==> config.mk <==
export PLATFORM = sky130hd
export DESIGN_NAME = mcyc_ctrl
export DESIGN_NICKNAME = d
export VERILOG_FILES = /design/src/rtl/mcyc_pkg.sv /design/src/rtl/mcyc_watchdog.sv /design/src/rtl/mcyc_ctrl.sv
export SDC_FILE = /design/constraint.sdc
export NUM_CORES = 1
export LEC_CHECK = 0
export BUFFER_PORTS_ARGS = -buffer_cell sky130_fd_sc_hd__buf_2
export CORE_ASPECT_RATIO = 1.25
export CORE_MARGIN = 2
export CORE_UTILIZATION = 38
export CTS_CLUSTER_SIZE = 25
export DETAILED_ROUTE_END_ITERATION = 8
export PLACE_DENSITY_LB_ADDON = 0.2
export SYNTH_ARGS = -nofsm -noshare
export SYNTH_HDL_FRONTEND = slang
export SYNTH_SLANG_ARGS = --single-unit
==> constraint.sdc <==
create_clock -name clk -period 2 [get_ports clk]
set_input_delay 0.4 -clock clk [delete_from_list [all_inputs] [get_ports clk]]
set_output_delay 0.4 -clock clk [all_outputs]
set_load 0.1 [all_outputs]
==> src/rtl/mcyc_pkg.sv <==
// Shared encodings for the minisys32 multi-cycle control sequencer.
// States, opcode/funct constants, pc_src and wb_sel values.
package mcyc_pkg;

  typedef enum logic [2:0] {
    S_IDLE   = 3'd0,
    S_FETCH  = 3'd1,
    S_DECODE = 3'd2,
    S_EXEC   = 3'd3,
    S_MEM    = 3'd4,
    S_WB     = 3'd5,
    S_ERR    = 3'd6
  } state_e;

  typedef enum logic [3:0] {
    C_R,
    C_JR,
    C_I,
    C_LW,
    C_SW,
    C_BEQ,
    C_BNE,
    C_J,
    C_JAL,
    C_BAD
  } iclass_e;

  localparam logic [5:0] OP_R     = 6'h00;
  localparam logic [5:0] FN_JR    = 6'h08;
  localparam logic [5:0] OP_I_LO  = 6'h08;
  localparam logic [5:0] OP_I_HI  = 6'h0F;
  localparam logic [5:0] OP_LW    = 6'h23;
  localparam logic [5:0] OP_SW    = 6'h2B;
  localparam logic [5:0] OP_BEQ   = 6'h04;
  localparam logic [5:0] OP_BNE   = 6'h05;
  localparam logic [5:0] OP_J     = 6'h02;
  localparam logic [5:0] OP_JAL   = 6'h03;

  localparam logic [1:0] PC_PLUS4  = 2'd0;
  localparam logic [1:0] PC_BRANCH = 2'd1;
  localparam logic [1:0] PC_JUMP   = 2'd2;
  localparam logic [1:0] PC_JR     = 2'd3;

  localparam logic [1:0] WB_ALU  = 2'd0;
  localparam logic [1:0] WB_MEM  = 2'd1;
  localparam logic [1:0] WB_LINK = 2'd2;

endpackage

==> src/rtl/mcyc_watchdog.sv <==
// Bus-timeout watchdog: counts cycles a request waits without ready.
// Ports: clk, rst, req_active, ready in; expired out. TIMEOUT=0 disables.
module mcyc_watchdog #(
  parameter int TIMEOUT = 16
) (
  input  logic clk,
  input  logic rst,
  input  logic req_active,
  input  logic ready,
  output logic expired
);

  if (TIMEOUT > 0) begin : g_wd
    localparam int CW = (TIMEOUT > 1) ? $clog2(TIMEOUT) : 1;
    localparam logic [CW-1:0] LAST = CW'(TIMEOUT - 1);

    logic [CW-1:0] cnt_q, cnt_d;

    // Fires on the TIMEOUT-th waiting cycle, ready or not.
    assign expired = req_active && (cnt_q == LAST);

    // Idle or ready keeps the count at zero, so every new
    // request starts from a clean count.
    always_comb begin
      cnt_d = cnt_q;
      if (!req_active || ready || expired) cnt_d = '0;
      else                                 cnt_d = cnt_q + 1'b1;
    end

    always_ff @(posedge clk) begin
      if (rst) cnt_q <= '0;
      else     cnt_q <= cnt_d;
    end
  end else begin : g_no_wd
    logic unused_wd;
    assign unused_wd = ^{clk, rst, req_active, ready};
    assign expired   = 1'b0;
  end

endmodule

==> src/rtl/mcyc_ctrl.sv <==
// Multi-cycle FETCH/DECODE/EXEC/MEM/WB sequencer for minisys32.
// In: en, opcode, funct, zero, imem_ready, dmem_ready. Out: memory
// requests, PC/IR/regfile strobes, state, err, cycle_cnt, instr_cnt.
// MCYC_PERF_CNT_EN builds the performance counters; otherwise 0.
module mcyc_ctrl
  import mcyc_pkg::*;
#(
  parameter int TIMEOUT = 16,
  parameter int CNT_W   = 32
) (
  input  logic             clk,
  input  logic             rst,
  input  logic             en,
  input  logic [5:0]       opcode,
  input  logic [5:0]       funct,
  input  logic             zero,
  input  logic             imem_ready,
  input  logic             dmem_ready,
  output logic             imem_req,
  output logic             ir_write,
  output logic             dmem_req,
  output logic             dmem_we,
  output logic             reg_write,
  output logic [1:0]       wb_sel,
  output logic             pc_write,
  output logic [1:0]       pc_src,
  output logic             instr_done,
  output logic [2:0]       state,
  output logic             err,
  output logic [CNT_W-1:0] cycle_cnt,
  output logic [CNT_W-1:0] instr_cnt
);

  state_e  state_q, state_d;
  iclass_e cls;
  logic    req_active;
  logic    ready;
  logic    expired;
  logic    retire;

  always_comb begin
    cls = C_BAD;
    unique case (1'b1)
      (opcode == OP_R && funct == FN_JR): cls = C_JR;
      (opcode == OP_R && funct != FN_JR): cls = C_R;
      (opcode >= OP_I_LO
        && opcode <= OP_I_HI):            cls = C_I;
      (opcode == OP_LW):                  cls = C_LW;
      (opcode == OP_SW):                  cls = C_SW;
      (opcode == OP_BEQ):                 cls = C_BEQ;
      (opcode == OP_BNE):                 cls = C_BNE;
      (opcode == OP_J):                   cls = C_J;
      (opcode == OP_JAL):                 cls = C_JAL;
      default:                            cls = C_BAD;
    endcase
  end

  assign req_active = (state_q == S_FETCH)
                   || (state_q == S_MEM);
  assign ready = (state_q == S_MEM) ? dmem_ready
                                    : imem_ready;

  mcyc_watchdog #(
    .TIMEOUT(TIMEOUT)
  ) u_wd (
    .clk       (clk),
    .rst       (rst),
    .req_active(req_active),
    .ready     (ready),
    .expired   (expired)
  );

  always_comb begin
    state_d    = state_q;
    imem_req   = 1'b0;
    ir_write   = 1'b0;
    dmem_req   = 1'b0;
    dmem_we    = 1'b0;
    reg_write  = 1'b0;
    wb_sel     = WB_ALU;
    pc_src     = PC_PLUS4;
    retire     = 1'b0;
    case (state_q)
      S_IDLE: begin
        if (en) state_d = S_FETCH;
      end
      S_FETCH: begin
        imem_req = 1'b1;
        if (expired) begin
          state_d = S_ERR;
        end else if (imem_ready) begin
          ir_write = 1'b1;
          state_d  = S_DECODE;
        end
      end
      S_DECODE: begin
        unique case (1'b1)
          (cls == C_J): begin
            pc_src = PC_JUMP;
            retire = 1'b1;
          end
          (cls == C_JAL): begin
            pc_src    = PC_JUMP;
            reg_write = 1'b1;
            wb_sel    = WB_LINK;
            retire    = 1'b1;
          end
          (cls == C_JR): begin
            pc_src = PC_JR;
            retire = 1'b1;
          end
          (cls == C_BAD): state_d = S_ERR;
          default:        state_d = S_EXEC;
        endcase
      end
      S_EXEC: begin
        unique case (1'b1)
          (cls == C_BEQ): begin
            pc_src = zero ? PC_BRANCH : PC_PLUS4;
            retire = 1'b1;
          end
          (cls == C_BNE): begin
            pc_src = !zero ? PC_BRANCH : PC_PLUS4;
            retire = 1'b1;
          end
          (cls == C_LW || cls == C_SW): state_d = S_MEM;
          default:                      state_d = S_WB;
        endcase
      end
      S_MEM: begin
        dmem_req = 1'b1;
        dmem_we  = (cls == C_SW);
        if (expired) begin
          state_d = S_ERR;
        end else if (dmem_ready) begin
          if (cls == C_SW) retire  = 1'b1;
          else             state_d = S_WB;
        end
      end
      S_WB: begin
        reg_write = 1'b1;
        wb_sel    = (cls == C_LW) ? WB_MEM : WB_ALU;
        retire    = 1'b1;
      end
      S_ERR:   state_d = S_ERR;
      default: state_d = S_ERR;
    endcase
    // en only matters at the retire boundary; it never aborts.
    if (retire) state_d = en ? S_FETCH : S_IDLE;
  end

  assign instr_done = retire;
  assign pc_write   = retire;
  assign state      = state_q;
  assign err        = (state_q == S_ERR);

  always_ff @(posedge clk) begin
    if (rst) state_q <= S_IDLE;
    else     state_q <= state_d;
  end

`ifdef MCYC_PERF_CNT_EN
  logic [CNT_W-1:0] cyc_q, cyc_d;
  logic [CNT_W-1:0] ins_q, ins_d;

  always_comb begin
    cyc_d = cyc_q;
    ins_d = ins_q;
    if (state_q != S_IDLE && state_q != S_ERR)
      cyc_d = cyc_q + 1'b1;
    if (retire)
      ins_d = ins_q + 1'b1;
  end

  always_ff @(posedge clk) begin
    if (rst) begin
      cyc_q <= '0;
      ins_q <= '0;
    end else begin
      cyc_q <= cyc_d;
      ins_q <= ins_d;
    end
  end

  assign cycle_cnt = cyc_q;
  assign instr_cnt = ins_q;
`else
  assign cycle_cnt = '0;
  assign instr_cnt = '0;
`endif

endmodule

==> impl_metrics.tcl, run 1 <==
set metrics [dict create \
    grt.total_usage_pct 15.14 \
    multi_input_area_um2 1044 \
    ir_drop_uv 887.4 \
    rr_worst_depth 8 \
    fmax_mhz 435.3 \
    drt-met1-wl_um 1162 \
    grt_overflow 0 \
    drt_iter0_drc 73 \
    syn_to_final_growth_pct 39.16 \
    synth.area.mux_share_pct 1.093 \
    worstPathMaxFanout 6 \
    hold_path_class "in2reg" \
    synth_edf_count 0 \
    post-dp-hpwl_um 2541 \
    violations "setup timing" \
    seq_area_frac_synth_pct 10.20 \
    synth_area_um2 1374 \
    end_kind "output port" \
    clkLatencyLatePin_ns 0.23 \
    top_layer "met4" \
    dp_cells 268 \
    status "complete, but fails checks" \
    wirelength_um 3115 \
    r2r_slack_ns 0.11 \
    endpoint "instr_done" \
    initial_core_util_pct 39.44 \
    drt_first_pass_iters 4 \
    power_density_nw_per_um2 841.7 \
    cts_htree_levels 1 \
    io_buffers 32 \
    layout_worst_path_cycle_share_pct 114.9 \
    yosys.area_share.adder_pct 0.9107 \
    grt_setup_unrepaired "yes" \
    fp-row-count 24 \
    io-pin-count 97 \
    yosys_most_used_dff "dfxtp_1" \
    r2r-end "state[0]" \
    drt-vias-per-instance 4.505 \
    postRouteAntennaNets 0 \
    drc_errors 0 \
    required_ns 1.60 \
    post-route-min-period_ns 2.297 \
    grt_max_degree 15 \
    fp.dieArea_um2 4115 \
    cp-start-kind "primary input" \
    antenna_found_initial 0 \
    via_count 1230 \
    finClkSkew_ns 0.002460 \
    ys_ff_latch 7 \
    synth-xor-area-share_pct 2.550 \
    avgSynthCellArea_um2 7.896 \
    ys_types 50 \
    crit_type "in2out" \
    async_reset_ff_share_pct 0 \
    setup_viol 7 \
    finalHoldViolations 0 \
    dr_wl_met3_um 169 \
    tns_ns -1.488 \
    stdcell_count 273 \
    slew-limit-headroom_pct 66.49 \
    path_clk_slew_ns 0.04 \
    cts_tree "done" \
    cts_root_buf "clkbuf_8" \
    gp_congestion 0.7734 \
    synthCells 174 \
    grt_pass1_wl_um 5002 \
    nets 254 \
    arrival_ns 1.90 \
    wl_per_cell_um 11.41 \
    fillerInstances 328 \
    synth-compound-area-share_pct 15.48 \
    crit_start "opcode[2]" \
    synth_top_family_by_area "buffers and inverters" \
    worstMarginPinSlew_ns 0.4974 \
    fp.dieH_um 71.23 \
    dieWidth_um 57.78 \
    timing.rr.start "u_wd.g_wd.cnt_q[0]" \
    fin_ws_ns -0.2972 \
    maxSlewViolCount 0 \
    clkSinkCount 7 \
    numCtsBuffers 3 \
    regArea_um2 151.4 \
    routed-wl-met2_um 1739 \
    p_leak_nw 0.9201 \
    yosysWarningCount 0 \
    synth_simple_gate_area_share_pct 29.60 \
    cts.path.max_buffers 2 \
    antenna-diode-count 0 \
    max_cap_viol_count 0 \
    drive_gt1_share_pct 44.02 \
    design.core.area_um2 3483 \
    finalPower_mw 1.609 \
    grt_pass1_vias 1117 \
]
cell usage in the layout (no fill, tap or decap), types with 3 or more instances in the layout:
cell type	n
conb_1	64
dfxtp_1	4
buf_2	17
o21ai_0	4
a211o_1	3
a21oi_1	6
nand2b_1	3
nor4_4	3
nand2_1	4
dfxtp_4	3
nor2_1	5
buf_6	4
buf_4	34
nor3_1	5
nor3b_1	4
buf_12	10
clkbuf_8	3
routing by layer:
layer	track usage (%)	up-vias
li1	-	603
met1	16.81	567
met2	29.29	55
met3	1.083	5
met4	5.426	0
met5	0	-
synthesized netlist by cell type, types with 2 or more instances:
library cell	count	area share [%]
nor2_1	5	1.4
buf_4	67	37
inv_1	2	0.55
xor2_1	2	1.3
nor4_4	2	3.1
nand4b_1	2	1.3
a31oi_1	2	0.91
buf_2	2	0.73
o21ai_0	7	2.5
clkbuf_1	2	0.55
nor3b_1	7	3.8
nor3_1	5	1.8
a211o_1	3	1.9
nand2_1	5	1.4
xnor2_1	2	1.3
nand2b_1	4	1.8
nand3b_1	2	1.1
dfxtp_1	7	10
a21oi_1	6	2.2
nor2b_1	5	2.3
nor4_1	4	1.8
nand3_1	3	1.1
sequential cells by signal, summed over array words and instances, names as in the netlist:
register / cells
state: 3
u_wd.g_wd.cnt_q: 4
how the worst min path moves through the flow:
| stage | start | end | slack [ns] | depth (start not counted) |
|---|---|---|---|---|
| 2_1_floorplan | u_wd.g_wd.cnt_q[0] | u_wd.g_wd.cnt_q[0] | 0.43 | 1 |
| 3_3_place_gp | u_wd.g_wd.cnt_q[0] | u_wd.g_wd.cnt_q[0] | 0.52 | 2 |
| 3_5_place_dp | u_wd.g_wd.cnt_q[0] | u_wd.g_wd.cnt_q[0] | 0.52 | 2 |
| 4_1_cts | rst | state[2] | 0.45 | 2 |
| 5_1_grt | rst | state[1] | 0.47 | 2 |
| 6_report | rst | state[2] | 0.45 | 2 |
final cells by class:
class                      count  share of cell area, %
tap                           39                  2.552
timing repair buffer          67                  32.20
inverter                       2                 0.3927
sequential                     7                  7.919
clock buffer                   4                  2.356
multi-input combinational    154                  54.58
kinds of logic after synthesis:
group           count (synthesis)
flops                           7
simple gates                   56
xor+xnor                        4
buf+inv                        76
fa+ha+maj                       1
other cells                     1
mux                             1
compound gates                 28
through the flow:
step	instance area [um2]	util (%)	worst slack [ns]	hold WS [ns]
finish	1912	54.89	-0.2972	0.4521
global route	1912	54.89	-0.3508	0.4721
CTS	1877	53.88	-0.2689	0.4486
detailed placement	1757	50.43	-0.3607	0.5212
global placement	1757	50.43	-0.3319	0.5167
floorplan	1720	-	-1.412	0.4319
power breakdown:
group,internal [mW],total (mW),switching [mW]
combinational,0.280,1.24,0.957
sequential,0.161,0.170,0.00880
clock,0.138,0.202,0.0642
worst max-delay path, stage by stage:
cell and delay [ns]:
buf_8 0.11, nor2b_4 0.13, o21ba_4 0.19, o31a_1 0.32
nor4_4 0.32, nand3b_4 0.24, buf_12 0.18
timing repair:
item	CTS	global route
endpoints found under the setup margin	8	10
cloned	0	0
gates resized for setup	21	7
hold buffers	0	0
pin swaps	6	6
setup buffers	2	0
Note: power is estimated with default switching activity, not from simulation.
==> inputs of run 2 (changes only) <==
CORE_MARGIN = default   (was 2)
SKIP_CTS_REPAIR_TIMING = 1   (was default)
clock period = 2.1 ns   (was 2 ns; I/O delays follow)
==> run 2 against run 1 <==
  * The run still ends with setup timing left
  * Critical path depth stayed put
  * Global-route usage is 0.48 points lower
  * Wire length is 3.3% lower
  * Clock-buffer cell count stayed put
  * Critical path type is now reg2out
  * Critical endpoint unchanged
  * Largest power group unchanged
  * Highest routed layer unchanged
==> impl_metrics.tcl, run 2 (synthesis gave the netlist of run 1 again) <==
set metrics [dict create \
    fp.dieH_um 69.23 \
    min_path_cells 1 \
    syn_to_final_growth_pct 35.88 \
    antenna_found_initial 0 \
    r2r-end "state[0]" \
    hold_path_class "reg2reg" \
    required_ns 1.68 \
    fin_ws_ns -0.2124 \
    hold_start "u_wd.g_wd.cnt_q[0]" \
    place_ws_ns -0.2638 \
    wl_per_cell_um 11.11 \
    via_count 1213 \
    timing.rr.start "state[2]" \
    top_register "u_wd.g_wd.cnt_q" \
    clkLatencyLatePin_ns 0.22 \
    post-route-min-period_ns 2.312 \
    cts_htree_levels 1 \
    grt_pass1_vias 1070 \
    layout_common_cells "64 x conb_1, 35 x buf_4, 18 x buf_2, 9 x buf_12, 6 x a21oi_1" \
    fp-row-count 24 \
    design.core.area_um2 3483 \
    slew-limit-headroom_pct 66.45 \
    max_stage_delay_ns 0.33 \
    worstPathMaxFanout 4 \
    cts.path.max_buffers 2 \
    dpl_cell_area_um2 1718 \
    clkSinkCount 7 \
    largest_register_ffs 4 \
    layout_worst_path_cycle_share_pct 110.1 \
    io-pin-count 97 \
    holdWs_ns 0.4632 \
    holdPathEnd "u_wd.g_wd.cnt_q[0]" \
    postRouteAntennaNets 0 \
    end_kind "output port" \
    antenna-diode-count 0 \
    critPathSlowestCell "dfxtp_4" \
    dp_cells 265 \
    rr_worst_depth 8 \
    finalPower_mw 1.487 \
    fmax_mhz 432.5 \
    path_buf_inv 3 \
    grt_max_degree 15 \
    finClkSkew_ns 0.003069 \
    cpMostUsedCell "buf_4" \
    grt.total_usage_pct 14.67 \
    drt_iter0_drc 23 \
    maxSlewViolCount 0 \
    path_clk_slew_ns 0.04 \
    io_buffers 32 \
    setup_viol 6 \
    drive_gt1_share_pct 43.53 \
    grt_pass1_wl_um 4643 \
    nets 252 \
    worstMarginPinSlew_ns 0.4981 \
    cts_tree "done" \
    drc_errors 0 \
    stdcell_count 271 \
    drt_first_pass_iters 5 \
    finalHoldViolations 0 \
    grt_setup_unrepaired "yes" \
    numCtsBuffers 3 \
    drt-vias-per-instance 4.476 \
    dieWidth_um 55.78 \
    ir_drop_uv 508.2 \
    cp-start-kind "flop" \
    initial_core_util_pct 39.44 \
    arrival_ns 1.89 \
    status "complete, but fails checks" \
    crit_type "reg2out" \
    power_density_nw_per_um2 796.8 \
    cts_root_buf "clkbuf_8" \
    post-dp-hpwl_um 2430 \
    final_core_util_pct 53.59 \
    design_area_um2 1867 \
    mostFrequentLayoutCell "conb_1" \
    p_leak_nw 0.9008 \
    tns_ns -0.9798 \
    path_delay_family "simple AND/OR/NAND/NOR gates" \
    violations "setup timing" \
    r2r_slack_ns 0.08 \
    max_cap_viol_count 0 \
    crit_chain "nor3b_2 -> buf_4 -> o211ai_1 -> buf_4 -> nor4_4 -> nand3b_4 -> buf_12" \
    gp_congestion 0.7678 \
    grt_overflow 0 \
    wirelength_um 3012 \
    fp.dieArea_um2 3861 \
]
-- run 2: layout make-up --
cell class	count	area [um2]
multi-input combinational	154	1047
fill	335	1617
sequential	7	151.4
inverter	2	7.507
tap	39	48.80
clock buffer	4	45.04
timing repair buffer	65	566.8
-- run 2: worst max-delay path by stage --
stage | startpoint | end | cells after the start
global placement | opcode[1] | instr_done | 8
floorplan | opcode[0] | pc_write | 6
CTS | opcode[2] | instr_done | 7
detailed placement | opcode[2] | instr_done | 7
finish | state[2] | instr_done | 7
global route | state[2] | instr_done | 7
-- run 2: layer usage --
metal	routed length, um	track usage [%]
met1	1107	15.72
met2	1739	29.18
met3	144	1.119
met4	21	5.000
met5	0	0
-- run 2: power breakdown --
group          internal [mW]  switching (mW)  total (mW)
combinational          0.233           0.905        1.14
clock                  0.131          0.0557       0.187
sequential             0.154         0.00914       0.163
total                  0.517           0.970        1.49
-- run 2: worst reg2reg max path, stage by stage, from the launching register on --
cell	delay (ns)
dfxtp_4	0.33
nor3b_2	0.19
buf_4	0.14
o211ai_1	0.10
buf_4	0.16
nor4_4	0.31
nand3b_4	0.24
buf_4	0.14
mux2_4	0.28
==> inputs of run 3 (changes only) <==
CORE_UTILIZATION = 30   (was 38)
SYNTH_HIERARCHICAL = 1   (was default)
==> run 3 against run 2 <==
  * The run still ends with setup timing left
  * Wire length fell by 2.5%
  * Final cell count up 11%
  * Critical path depth down 1
  * Via count is 0.58% lower
  * Power up 22%
  * Flip-flop and latch count unchanged
  * Non-clock buffer count grew 7
  * Register-to-register slack got worse by 0.33 ns
  * Combinational power increased by 26%
  * Design area grew 6.3%
==> impl_metrics.tcl, run 3 <==
set metrics [dict create \
    status "complete, but fails checks" \
    violations "setup timing" \
    yosys_most_used_dff "dfxtp_1" \
    yosysWarningCount 6 \
    drive_gt1_share_pct 45.90 \
    critPathSlowestCell "or4_4" \
    clkLatencyLatePin_ns 0.23 \
    fp-row-count 26 \
    hold_start "en" \
    timing.rr.start "state[2]" \
    finalHoldViolations 0 \
    synth_simple_gate_area_share_pct 28.98 \
    largest_register_ffs 4 \
    layout_common_cells "64 x conb_1, 33 x buf_4, 18 x buf_2, 12 x buf_12, 8 x nor2_1" \
    mostFrequentLayoutCell "conb_1" \
    synth_top_family_by_area "buffers and inverters" \
    async_reset_ff_share_pct 0 \
    hold_path_class "in2reg" \
    seq_area_frac_synth_pct 10.44 \
    ir_drop_uv 328.6 \
    synth_top_area_share_pct 36.35 \
    crit_start "state[2]" \
    required_ns 1.68 \
    setup_viol 7 \
    intPower_mw 0.6580 \
    dp_cells 292 \
    drt-vias-per-instance 4.020 \
    yosysMostFrequentCell "buf_4" \
    initial_core_util_pct 31.99 \
    gp_congestion 0.8106 \
    post-dp-hpwl_um 2467 \
    path_delay_family "simple AND/OR/NAND/NOR gates" \
    r2r_slack_ns -0.25 \
    cts_tree "done" \
    swShare_pct 63.75 \
    maxSlewViolCount 0 \
    yosys.area_share.adder_pct 0.9320 \
    io-pin-count 97 \
    synthCells 178 \
    syn_to_final_growth_pct 47.81 \
    finalPower_mw 1.815 \
    final_core_util_pct 47.29 \
    top_register "u_wd/g_wd.cnt_q" \
    stdcell_count 300 \
    finClkSkew_ns 0.004022 \
    grt_pass1_vias 960 \
    end_kind "output port" \
    synth_area_um2 1343 \
    max_cap_viol_count 0 \
    ys_types 48 \
    clockPowerShare_pct 10.5 \
    synth.area.mux_share_pct 0 \
    grt_overflow 0 \
    cts_root_buf "clkbuf_8" \
    numCtsBuffers 3 \
    arrival_ns 2.01 \
    synth-xor-area-share_pct 3.262 \
    cts.path.max_buffers 2 \
    fp.dieH_um 76.79 \
    p_leak_nw 0.9558 \
    post-route-min-period_ns 2.434 \
    via_count 1206 \
    dpl_cell_area_um2 1804 \
    fillerInstances 452 \
    antenna_found_initial 0 \
    path_clk_slew_ns 0.04 \
    dieWidth_um 61.84 \
    ys_ff_latch 7 \
    fmax_mhz 410.9 \
    fin_ws_ns -0.3338 \
    synthTopCellsByCount "65 x buf_4, 10 x nand2_1, 8 x nor2_1" \
    avgSynthCellArea_um2 7.542 \
    antenna-diode-count 0 \
    holdWs_ns 0.4254 \
    fp.dieArea_um2 4748 \
    pwr-share-seq_pct 10.4 \
    crit_chain "and2b_2 -> or2b_1 -> or4_4 -> buf_12 -> nand2_8 -> buf_12" \
    cts_htree_levels 1 \
    synth_edf_count 0 \
    synth_area_leaders "buf_4 36%, dfxtp_1 10%, buf_6 3.4%, nand2_1 2.8%, nor3_1 2.6%" \
    cp-start-kind "flop" \
    wirelength_um 2936 \
    grt_max_degree 10 \
    design.core.area_um2 4197 \
    drt_first_pass_iters 2 \
    synth_top_area_cell "buf_4" \
    path_buf_inv 2 \
    worstPathMaxFanout 5 \
    grt.total_usage_pct 11.29 \
    design_area_um2 1984 \
    nets 264 \
    power_density_nw_per_um2 914.8 \
    crit_type "reg2out" \
    grt_pass1_wl_um 4112 \
    postRouteAntennaNets 0 \
    synth-compound-area-share_pct 13.61 \
    power_frac_comb_pct 79.1 \
    drt_iter0_drc 20 \
    io_buffers 32 \
    drc_errors 0 \
    layout_worst_path_cycle_share_pct 115.9 \
    max_stage_delay_ns 0.58 \
    cpMostUsedCell "buf_12" \
    clkSinkCount 7 \
    grt_setup_unrepaired "yes" \
    wl_per_cell_um 9.787 \
    power.switching_mw 1.157 \
]
## run 3: per-layer routing
metal  routed length, um  track usage, %  vias to the layer above  share of wire (%)
met5                   0               0                        -                  0
met4                  23           3.333                        0               0.78
met3                 149           2.024                        2                5.1
met2                1625           20.00                       53                 55
met1                1138           13.14                      545                 39
li1                    -               -                      606                  -
## run 3: kinds of logic (layout without fill, tap and decap cells)
logic type,after synthesis,after routing
flops,7,7
buf+inv,78,81
xor+xnor,5,5
simple gates,60,60
other cells,1,64
fa+ha+maj,1,1
compound gates,26,26
## run 3: final timing paths
| check | to | depth (start not counted) |
|---|---|---|
| setup reg to reg | state[0] | 13 |
| hold reg to reg | u_wd/g_wd.cnt_q[0] | 1 |
| setup / recovery | reg_write | 6 |
| hold / removal | state[0] | 2 |
## run 3: cell type report
class	instances	area, um2	area share, %
Multi-Input combinational cell	156	1015	51.13
Clock buffer	3	41.29	2.081
Inverter	5	22.52	1.135
Clock inverter	1	5.005	0.2522
Timing Repair Buffer	72	679.4	34.24
Tap cell	56	70.07	3.531
Sequential cell	7	151.4	7.629
## run 3: worst reg2reg max path, delay by kind of cell (launching register included)
kind | cells | cell delay, ns
and+or+nand+nor | 4 | 0.74
DFF | 1 | 0.35
AOI/OAI and AO/OA | 4 | 0.52
buffers and inverters | 5 | 0.62
## run 3: stage by stage
stage | worst slack, ns | TNS (ns)
final | -0.3338 | -2.049
after global routing | -0.4157 | -2.765
after CTS | -0.3716 | -2.117
after detailed placement | -0.3679 | -1.949
after global placement | -0.3316 | -1.699
after floorplan | -0.6710 | -4.471
## run 3: power by group through the flow
stage | registers [mW] | clock network, mW | logic, mW
floorplan | 0.316 | 0 | 1.06
global placement | 0.191 | 0 | 1.38
detailed placement | 0.190 | 0 | 1.38
CTS | 0.188 | 0.195 | 1.38
global route | 0.193 | 0.210 | 1.50
finish | 0.189 | 0.190 | 1.44
